--- src/rtl/chimera_clu_pwr_seq.sv ---
// chimera_clu_pwr_seq: Chimera PMU cluster power sequencer.
// Sequences one cluster at a time. Power-down runs isolate, clock gate, then reset.
// Power-up runs clock enable under reset, reset release, then de-isolate.
// Optional build macro CHIMERA_PMU_ISO_TIMEOUT_EN bounds each isolation-ack wait to
// IsoTimeout cycles. Without it those waits are unbounded.
module chimera_clu_pwr_seq #(
  parameter int unsigned NumClusters  = 5,
  parameter int unsigned SettleCycles = 4,
  parameter int unsigned RstCycles    = 8,
  parameter int unsigned IsoTimeout   = 255,
  localparam int unsigned IdxW        = (NumClusters > 1) ? $clog2(NumClusters) : 1
) (
  input  logic                   soc_clk_i,
  input  logic                   rst_ni,
  input  logic                   cmd_valid_i,
  output logic                   cmd_ready_o,
  input  logic [IdxW-1:0]        cmd_cluster_i,
  input  logic                   cmd_on_i,
  output logic                   done_o,
  output logic                   done_err_o,
  output logic [NumClusters-1:0] pmu_rst_clusters_no,
  output logic [NumClusters-1:0] pmu_clkgate_en_clusters_o,
  output logic [NumClusters-1:0] pmu_iso_en_clusters_o,
  input  logic [NumClusters-1:0] pmu_iso_ack_clusters_i,
  output logic [NumClusters-1:0] pwr_on_o,
  output logic                   busy_o
);

  localparam int unsigned MaxSr  = (SettleCycles > RstCycles) ? SettleCycles : RstCycles;
  localparam int unsigned MaxCnt = (MaxSr > IsoTimeout) ? MaxSr : IsoTimeout;
  localparam int unsigned CntW   = $clog2(MaxCnt + 1);

  localparam logic [CntW-1:0] SettleLast = CntW'(SettleCycles - 1);
  localparam logic [CntW-1:0] RstLast    = CntW'(RstCycles - 1);
`ifdef CHIMERA_PMU_ISO_TIMEOUT_EN
  localparam logic [CntW-1:0] IsoLast    = CntW'(IsoTimeout - 1);
`endif

  localparam logic [2:0] StIdle   = 3'd0;
  localparam logic [2:0] StIsoSet = 3'd1;
  localparam logic [2:0] StGate   = 3'd2;
  localparam logic [2:0] StRstSet = 3'd3;
  localparam logic [2:0] StClkEn  = 3'd4;
  localparam logic [2:0] StRstRel = 3'd5;
  localparam logic [2:0] StIsoRel = 3'd6;
  localparam logic [2:0] StDone   = 3'd7;

  logic [2:0]             state_q, state_d;
  logic [CntW-1:0]        cnt_q, cnt_d;
  logic [IdxW-1:0]        idx_q, idx_d;
  logic                   err_q, err_d;
  logic [NumClusters-1:0] rst_q, rst_d;
  logic [NumClusters-1:0] cg_q, cg_d;
  logic [NumClusters-1:0] iso_q, iso_d;
  logic [NumClusters-1:0] pwr_q, pwr_d;
  logic                   ready_q, ready_d;
  logic                   busy_q, busy_d;
  logic                   done_q, done_d;
  logic                   done_err_q, done_err_d;

  logic [NumClusters-1:0] sel, cmd_sel;
  logic                   cmd_idx_ok, cmd_pwr, ack_sel;

  // One-hot masks for the latched and the incoming cluster index. An
  // out-of-range index yields an all-zero mask, so no bit is ever touched.
  always_comb begin
    sel     = '0;
    cmd_sel = '0;
    for (int unsigned i = 0; i < NumClusters; i++) begin
      sel[i]     = (32'(idx_q) == i);
      cmd_sel[i] = (32'(cmd_cluster_i) == i);
    end
  end

  assign cmd_idx_ok = (32'(cmd_cluster_i) < NumClusters);
  assign cmd_pwr    = |(pwr_q & cmd_sel);
  assign ack_sel    = |(pmu_iso_ack_clusters_i & sel);

  // Next-state logic: sequencing FSM and per-cluster control bits.
  always_comb begin
    state_d = state_q;
    cnt_d   = cnt_q;
    idx_d   = idx_q;
    err_d   = err_q;
    rst_d   = rst_q;
    cg_d    = cg_q;
    iso_d   = iso_q;
    pwr_d   = pwr_q;
    case (state_q)
      StIdle: begin
        if (cmd_valid_i && ready_q) begin
          idx_d = cmd_cluster_i;
          err_d = !cmd_idx_ok;
          cnt_d = '0;
          // Bad index or no-op request: report and leave every output alone.
          if (!cmd_idx_ok || (cmd_pwr == cmd_on_i)) begin
            state_d = StDone;
          end else if (cmd_on_i) begin
            state_d = StClkEn;
            cg_d    = cg_q & ~cmd_sel;
            rst_d   = rst_q & ~cmd_sel;
          end else begin
            state_d = StIsoSet;
            iso_d   = iso_q | cmd_sel;
          end
        end
      end
      StIsoSet: begin
        if (ack_sel) begin
          state_d = StGate;
          cg_d    = cg_q | sel;
          cnt_d   = '0;
        end
`ifdef CHIMERA_PMU_ISO_TIMEOUT_EN
        else if (cnt_q == IsoLast) begin
          // Abandon the power-down: drop isolation, cluster stays on.
          state_d = StDone;
          iso_d   = iso_q & ~sel;
          err_d   = 1'b1;
          cnt_d   = '0;
        end else begin
          cnt_d = cnt_q + 1'b1;
        end
`endif
      end
      StGate: begin
        if (cnt_q == SettleLast) begin
          state_d = StRstSet;
          rst_d   = rst_q & ~sel;
          cnt_d   = '0;
        end else begin
          cnt_d = cnt_q + 1'b1;
        end
      end
      StRstSet: begin
        if (cnt_q == SettleLast) begin
          state_d = StDone;
          pwr_d   = pwr_q & ~sel;
          cnt_d   = '0;
        end else begin
          cnt_d = cnt_q + 1'b1;
        end
      end
      StClkEn: begin
        if (cnt_q == RstLast) begin
          state_d = StRstRel;
          rst_d   = rst_q | sel;
          cnt_d   = '0;
        end else begin
          cnt_d = cnt_q + 1'b1;
        end
      end
      StRstRel: begin
        if (cnt_q == SettleLast) begin
          state_d = StIsoRel;
          iso_d   = iso_q & ~sel;
          cnt_d   = '0;
        end else begin
          cnt_d = cnt_q + 1'b1;
        end
      end
      StIsoRel: begin
        if (!ack_sel) begin
          state_d = StDone;
          pwr_d   = pwr_q | sel;
          cnt_d   = '0;
        end
`ifdef CHIMERA_PMU_ISO_TIMEOUT_EN
        else if (cnt_q == IsoLast) begin
          // Cluster is already clocked and out of reset: count it as on.
          state_d = StDone;
          pwr_d   = pwr_q | sel;
          err_d   = 1'b1;
          cnt_d   = '0;
        end else begin
          cnt_d = cnt_q + 1'b1;
        end
`endif
      end
      StDone: begin
        state_d = StIdle;
        cnt_d   = '0;
      end
      default: begin
        state_d = StIdle;
        cnt_d   = '0;
      end
    endcase
  end

  // Registered status outputs derived from the FSM.
  always_comb begin
    ready_d    = (state_d == StIdle);
    busy_d     = (state_d != StIdle);
    done_d     = (state_q == StDone);
    done_err_d = (state_q == StDone) && err_q;
  end

  // State and output registers with synchronous active-low reset.
  always_ff @(posedge soc_clk_i) begin
    if (!rst_ni) begin
      state_q    <= StIdle;
      cnt_q      <= '0;
      idx_q      <= '0;
      err_q      <= 1'b0;
      rst_q      <= '0;
      cg_q       <= '1;
      iso_q      <= '1;
      pwr_q      <= '0;
      ready_q    <= 1'b0;
      busy_q     <= 1'b0;
      done_q     <= 1'b0;
      done_err_q <= 1'b0;
    end else begin
      state_q    <= state_d;
      cnt_q      <= cnt_d;
      idx_q      <= idx_d;
      err_q      <= err_d;
      rst_q      <= rst_d;
      cg_q       <= cg_d;
      iso_q      <= iso_d;
      pwr_q      <= pwr_d;
      ready_q    <= ready_d;
      busy_q     <= busy_d;
      done_q     <= done_d;
      done_err_q <= done_err_d;
    end
  end

  assign cmd_ready_o               = ready_q;
  assign busy_o                    = busy_q;
  assign done_o                    = done_q;
  assign done_err_o                = done_err_q;
  assign pmu_rst_clusters_no       = rst_q;
  assign pmu_clkgate_en_clusters_o = cg_q;
  assign pmu_iso_en_clusters_o     = iso_q;
  assign pwr_on_o                  = pwr_q;

endmodule

--- config.mk ---
export PLATFORM = sky130hd
export DESIGN_NAME = chimera_clu_pwr_seq
export DESIGN_NICKNAME = d
export VERILOG_FILES = /design/src/rtl/chimera_clu_pwr_seq.sv
export SDC_FILE = /design/constraint.sdc
export NUM_CORES = 1
export LEC_CHECK = 0
export ABC_CLOCK_PERIOD_IN_PS = 2100
export CAP_MARGIN = 10
export CELL_PAD_IN_SITES_DETAIL_PLACEMENT = 2
export CELL_PAD_IN_SITES_GLOBAL_PLACEMENT = 2
export CORE_ASPECT_RATIO = 0.8
export CORE_UTILIZATION = 34
export CTS_BUF_LIST = sky130_fd_sc_hd__clkbuf_8
export DETAILED_ROUTE_END_ITERATION = 6
export DONT_BUFFER_PORTS = 1
export GPL_TIMING_DRIVEN = 0
export PLACE_DENSITY = 0.76
export SYNTH_ARGS = -nofsm -noshare
export SYNTH_HDL_FRONTEND = slang
export SYNTH_SLANG_ARGS = --single-unit
--- constraint.sdc ---
create_clock -name soc_clk_i -period 2.1 [get_ports soc_clk_i]
set_input_delay 0.42 -clock soc_clk_i [delete_from_list [all_inputs] [get_ports soc_clk_i]]
set_output_delay 0.42 -clock soc_clk_i [all_outputs]
set_load 0.02 [all_outputs]
==> results.tsv <==
stage	metric	value	unit
logic_synthesis	count of yosys warnings during synthesis	0	
floorplanning	Die Outline Area	6616	µm²
grt	pin count of the biggest net entering global routing	13	
place	Final HPWL DP	5724	µm
logic_synthesis	adder-cell area share of the yosys netlist	0.005848	
grt	number of antenna violations at the first check in global routing	0	
pwr	power density normalized to cell area	1013	nW/µm²
place	placed inst area	2241	µm²
clock_network	number of buffers inserted for hold repair after clock tree synthesis	0	
grt	global routing met2 resource utilization	0.3678	
route	DR vias/cell	5.807	
setup_path	arrival time of data at the critical path endpoint	2.31	ns
grt	met3 Track Usage GR	0.06771	
clock_network	clock-pin slew of the registers on the worst-case setup and hold paths	0.08	ns
logic_synthesis	fraction of registers with async set or reset after synthesis	0	
timing	setup_tns	-0.006092	ns
logic_synthesis	share of cell area taken by muxes after synthesis	0.01404	
cells_and_area	top library cells by usage in the layout, fill and taps aside	39 x dfxtp_1, 38 x a21oi_1, 30 x nor2_1, 28 x nand2_1, 27 x o21ai_0	
outcome	run status	complete, but fails checks	
timing	Hold Vio Cnt, Final	0	
logic_synthesis	count of unique library cells instantiated by Yosys	57	
grt	met1 capacity usage during global routing	0.3397	
logic_synthesis	xor/xnor cell area share of the yosys netlist	0.008187	
setup_path	reg-to-reg setup timing slack	-0.006	ns
route	drt initial violations	67	
setup_path	startpoint type of the worst setup path	flip-flop	
setup_path	Worst EP required	2.30	ns
floorplanning	core area	5974	µm²
timing	Max-Slew Margin vs Limit	0.5606	
logic_synthesis	largest family of logic cells by synthesized area	simple AND/OR/NAND/NOR gates	
cells_and_area	number of antenna diodes	0	
timing	clock skew	0.002844	ns
setup_path	launch point of the worst reg-to-reg path	state_q[0]$_SDFF_PN0_	
clock_network	clk buf depth	2	
grt	vias in the first global route	2166	
cells_and_area	area added between synthesis and finish	15.15	%
route	number of detailed-route iterations in the first pass	4	
hold_path	worst-case hold path end point	pmu_rst_clusters_no[0]$_SDFFE_PN0P_	
logic_synthesis	most common flop cell mapped by yosys	dfxtp_1	
place	placed cell count	357	
grt	first-pass GRT wire length	12010	µm
timing	final number of setup-violating endpoints	1	
hold_path	hold wc startpoint	rst_ni	
floorplanning	standard-cell row count	25	
outcome	violated checks	setup timing	
cells_and_area	Finished Core Util	0.4124	
clock_network	CTS tree	done	
logic_synthesis	post-synth net total	289	
route	number of remaining DRC errors	0	
timing	total count of max-transition violations in the final report	0	
timing	max frequency	474.8	MHz
route	routed wire length per instance	21.64	µm
pwr	Worst VDD drop	0.3220	mV
timing	Period Utilization, post-route	1.003	
logic_synthesis	number of enable flip-flop cells after synthesis	0	
pwr	leakage component of the power	0.8269	nW
setup_path	CP endpoint kind	flip-flop	
logic_synthesis	proportion of synthesized chip area in sequential cells	0.3649	
hold_path	worst hold stages	2	
logic_synthesis	gate count of the mapped netlist	276	
cells_and_area	commonest non-fill, non-tap cell in the layout	dfxtp_1	
cells_and_area	count of non-filler cells in the finished layout	368	
clock_network	Max H-tree Level	2	
timing	actual transition at the worst max-transition pin	0.6591	ns
setup_path	maximum fanout along the worst path	10	
grt	most heavily used metal layer in global routing	met2	
setup_path	Worst Path Class, Setup	flip-flop to flip-flop	
job	number of maximum-capacitance constraint violations	0	
logic_synthesis	compound-gate portion of the synthesized area	0.2795	
route	total number of vias	2137	
logic_synthesis	cell area after technology mapping	2140	µm²
floorplanning	effective utilization at floorplan	0.3581	
timing	final critical-path setup slack	-0.006092	ns
setup_path	Crit Reg-Reg Endpoint	cmd_ready_o$_SDFF_PN0_	
logic_synthesis	mean cell area of the mapped netlist	7.752	µm²
cells_and_area	fraction of layout cells with a size suffix above 1	0.1429	
timing	final period demand of the worst path	2.106	ns
grt	overall track demand over capacity in global routing	0.2408	
cells_and_area	# nets final	299	
floorplanning	Horiz. Die Dim	90.69	µm
cells_and_area	area of all placed cells without fillers	2464	µm²
place	weighted congestion reported at the end of routability-driven placement	0.8063	
floorplanning	Die H	72.95	µm
logic_synthesis	post-synthesis simple-gate area fraction	0.2825	
clock_network	number of clock buffers inserted by TritonCTS	5	
grt	total congestion overflow	0	
floorplanning	number of top-level design ports	36	
route	number of antenna-violating nets in the routed design	0	
setup_path	Worst Reg-to-Reg Cells	7	
clock_network	total number of clock tree sinks	39	
hold_path	worst hold-check path type	input pin to flip-flop	
route	total routed wirelength	7964	µm
clock_network	Root Buffer	clkbuf_8	
place	number of buffers added on ports	0	
logic_synthesis	FF+latch count, synth	39	
clock_network	clock insertion delay at the later pin of the skew report	0.30	ns
metrics by stage:
step / power [mW] / worst slack (ns) / hold WS (ns)
2_1_floorplan: 1.424 / 0.1277 / 0.4301
3_3_place_gp: 1.628 / -0.09069 / 0.4437
3_5_place_dp: 1.656 / -0.1371 / 0.4682
4_1_cts: 2.441 / 0.009141 / 0.2566
5_1_grt: 2.624 / -0.1536 / 0.2563
6_report: 2.497 / -0.006092 / 0.2589
routing by layer:
metal,vias to the layer above,routed length (µm)
li1,1028,-
met4,0,80
met1,1055,3893
met3,9,429
met5,-,0
met2,45,3560
kinds of logic after synthesis:
group / count (synthesis)
muxes: 3
AOI/OAI and AO/OA: 100
adders and majority gates: 1
buffers and inverters: 17
xor gates and xnor gates: 2
and+or+nand+nor: 114
DFF: 39
how the worst max path moves through the flow:
| stage | start | cells after the start | to | slack (ns) |
|---|---|---|---|---|
| 3_3_place_gp | cmd_cluster_i[2] | 7 | cmd_ready_o$_SDFF_PN0_ | -0.09 |
| 5_1_grt | cnt_q[0]$_SDFFE_PN0P_ | 7 | cmd_ready_o$_SDFF_PN0_ | -0.15 |
| 6_report | state_q[0]$_SDFF_PN0_ | 7 | cmd_ready_o$_SDFF_PN0_ | -0.006 |
| 2_1_floorplan | cmd_cluster_i[2] | 7 | cmd_ready_o$_SDFF_PN0_ | 0.13 |
| 4_1_cts | cnt_q[0]$_SDFFE_PN0P_ | 6 | pmu_iso_en_clusters_o[3]$_SDFFE_PN1P_ | 0.009 |
| 3_5_place_dp | cmd_cluster_i[2] | 7 | busy_o$_SDFF_PN0_ | -0.14 |
where the power goes:
part	leakage, nW	switching (mW)	internal (mW)
registers	0.316	0.0776	0.796
clock network	0.0695	0.296	0.471
logic	0.442	0.569	0.288
total	0.827	0.942	1.55
critical path: stages, from the launching register on:
cell and delay [ns]:
dfxtp_1 0.43, clkbuf_2 0.27, inv_1 0.20, nor2_1 0.41, nand2_1 0.17, o211ai_1 0.20, nor4_4 0.10, and4_1 0.22
what timing repair did:
action	in CTS	in global routing
resized for setup	5	11
setup buffers	0	3
cloned	0	0
pin swaps	0	3
setup endpoints to repair	19	25
Yosys cell counts (2+ instances only):
cell	count	area (µm²)
a21oi_1	38	190.2
a31oi_1	5	31.28
and2_1	3	18.77
and4_1	2	17.52
buf_2	3	15.01
buf_4	3	22.52
clkbuf_1	5	18.77
dfxtp_1	39	780.8
inv_1	2	7.510
mux2i_1	3	30.03
nand2_1	28	105.1
nand2b_1	6	37.54
nand3_1	5	25.02
nand3b_1	4	30.03
nor2_1	32	120.1
nor2b_1	4	25.02
nor3_1	4	20.02
nor3b_1	2	15.01
nor4_1	2	12.51
o211ai_1	2	15.01
o21ai_0	27	135.1
o21bai_1	3	22.52
o22a_1	2	17.52
o22ai_1	7	43.79
o311ai_0	5	43.79
or3_1	7	43.79
or3b_2	3	26.28
area by class of cell:
class                           count  area [µm²]
Fill cell                         713        3511
Clock inverter                      3       63.81
Inverter                            3       11.26
Multi-Input combinational cell    220        1323
Buffer                             14       92.59
Clock buffer                        5       68.82
Tap cell                           81       101.3
Sequential cell                    39       780.7
Timing Repair Buffer                3       22.52
Note: power is estimated with default switching activity, not from simulation.
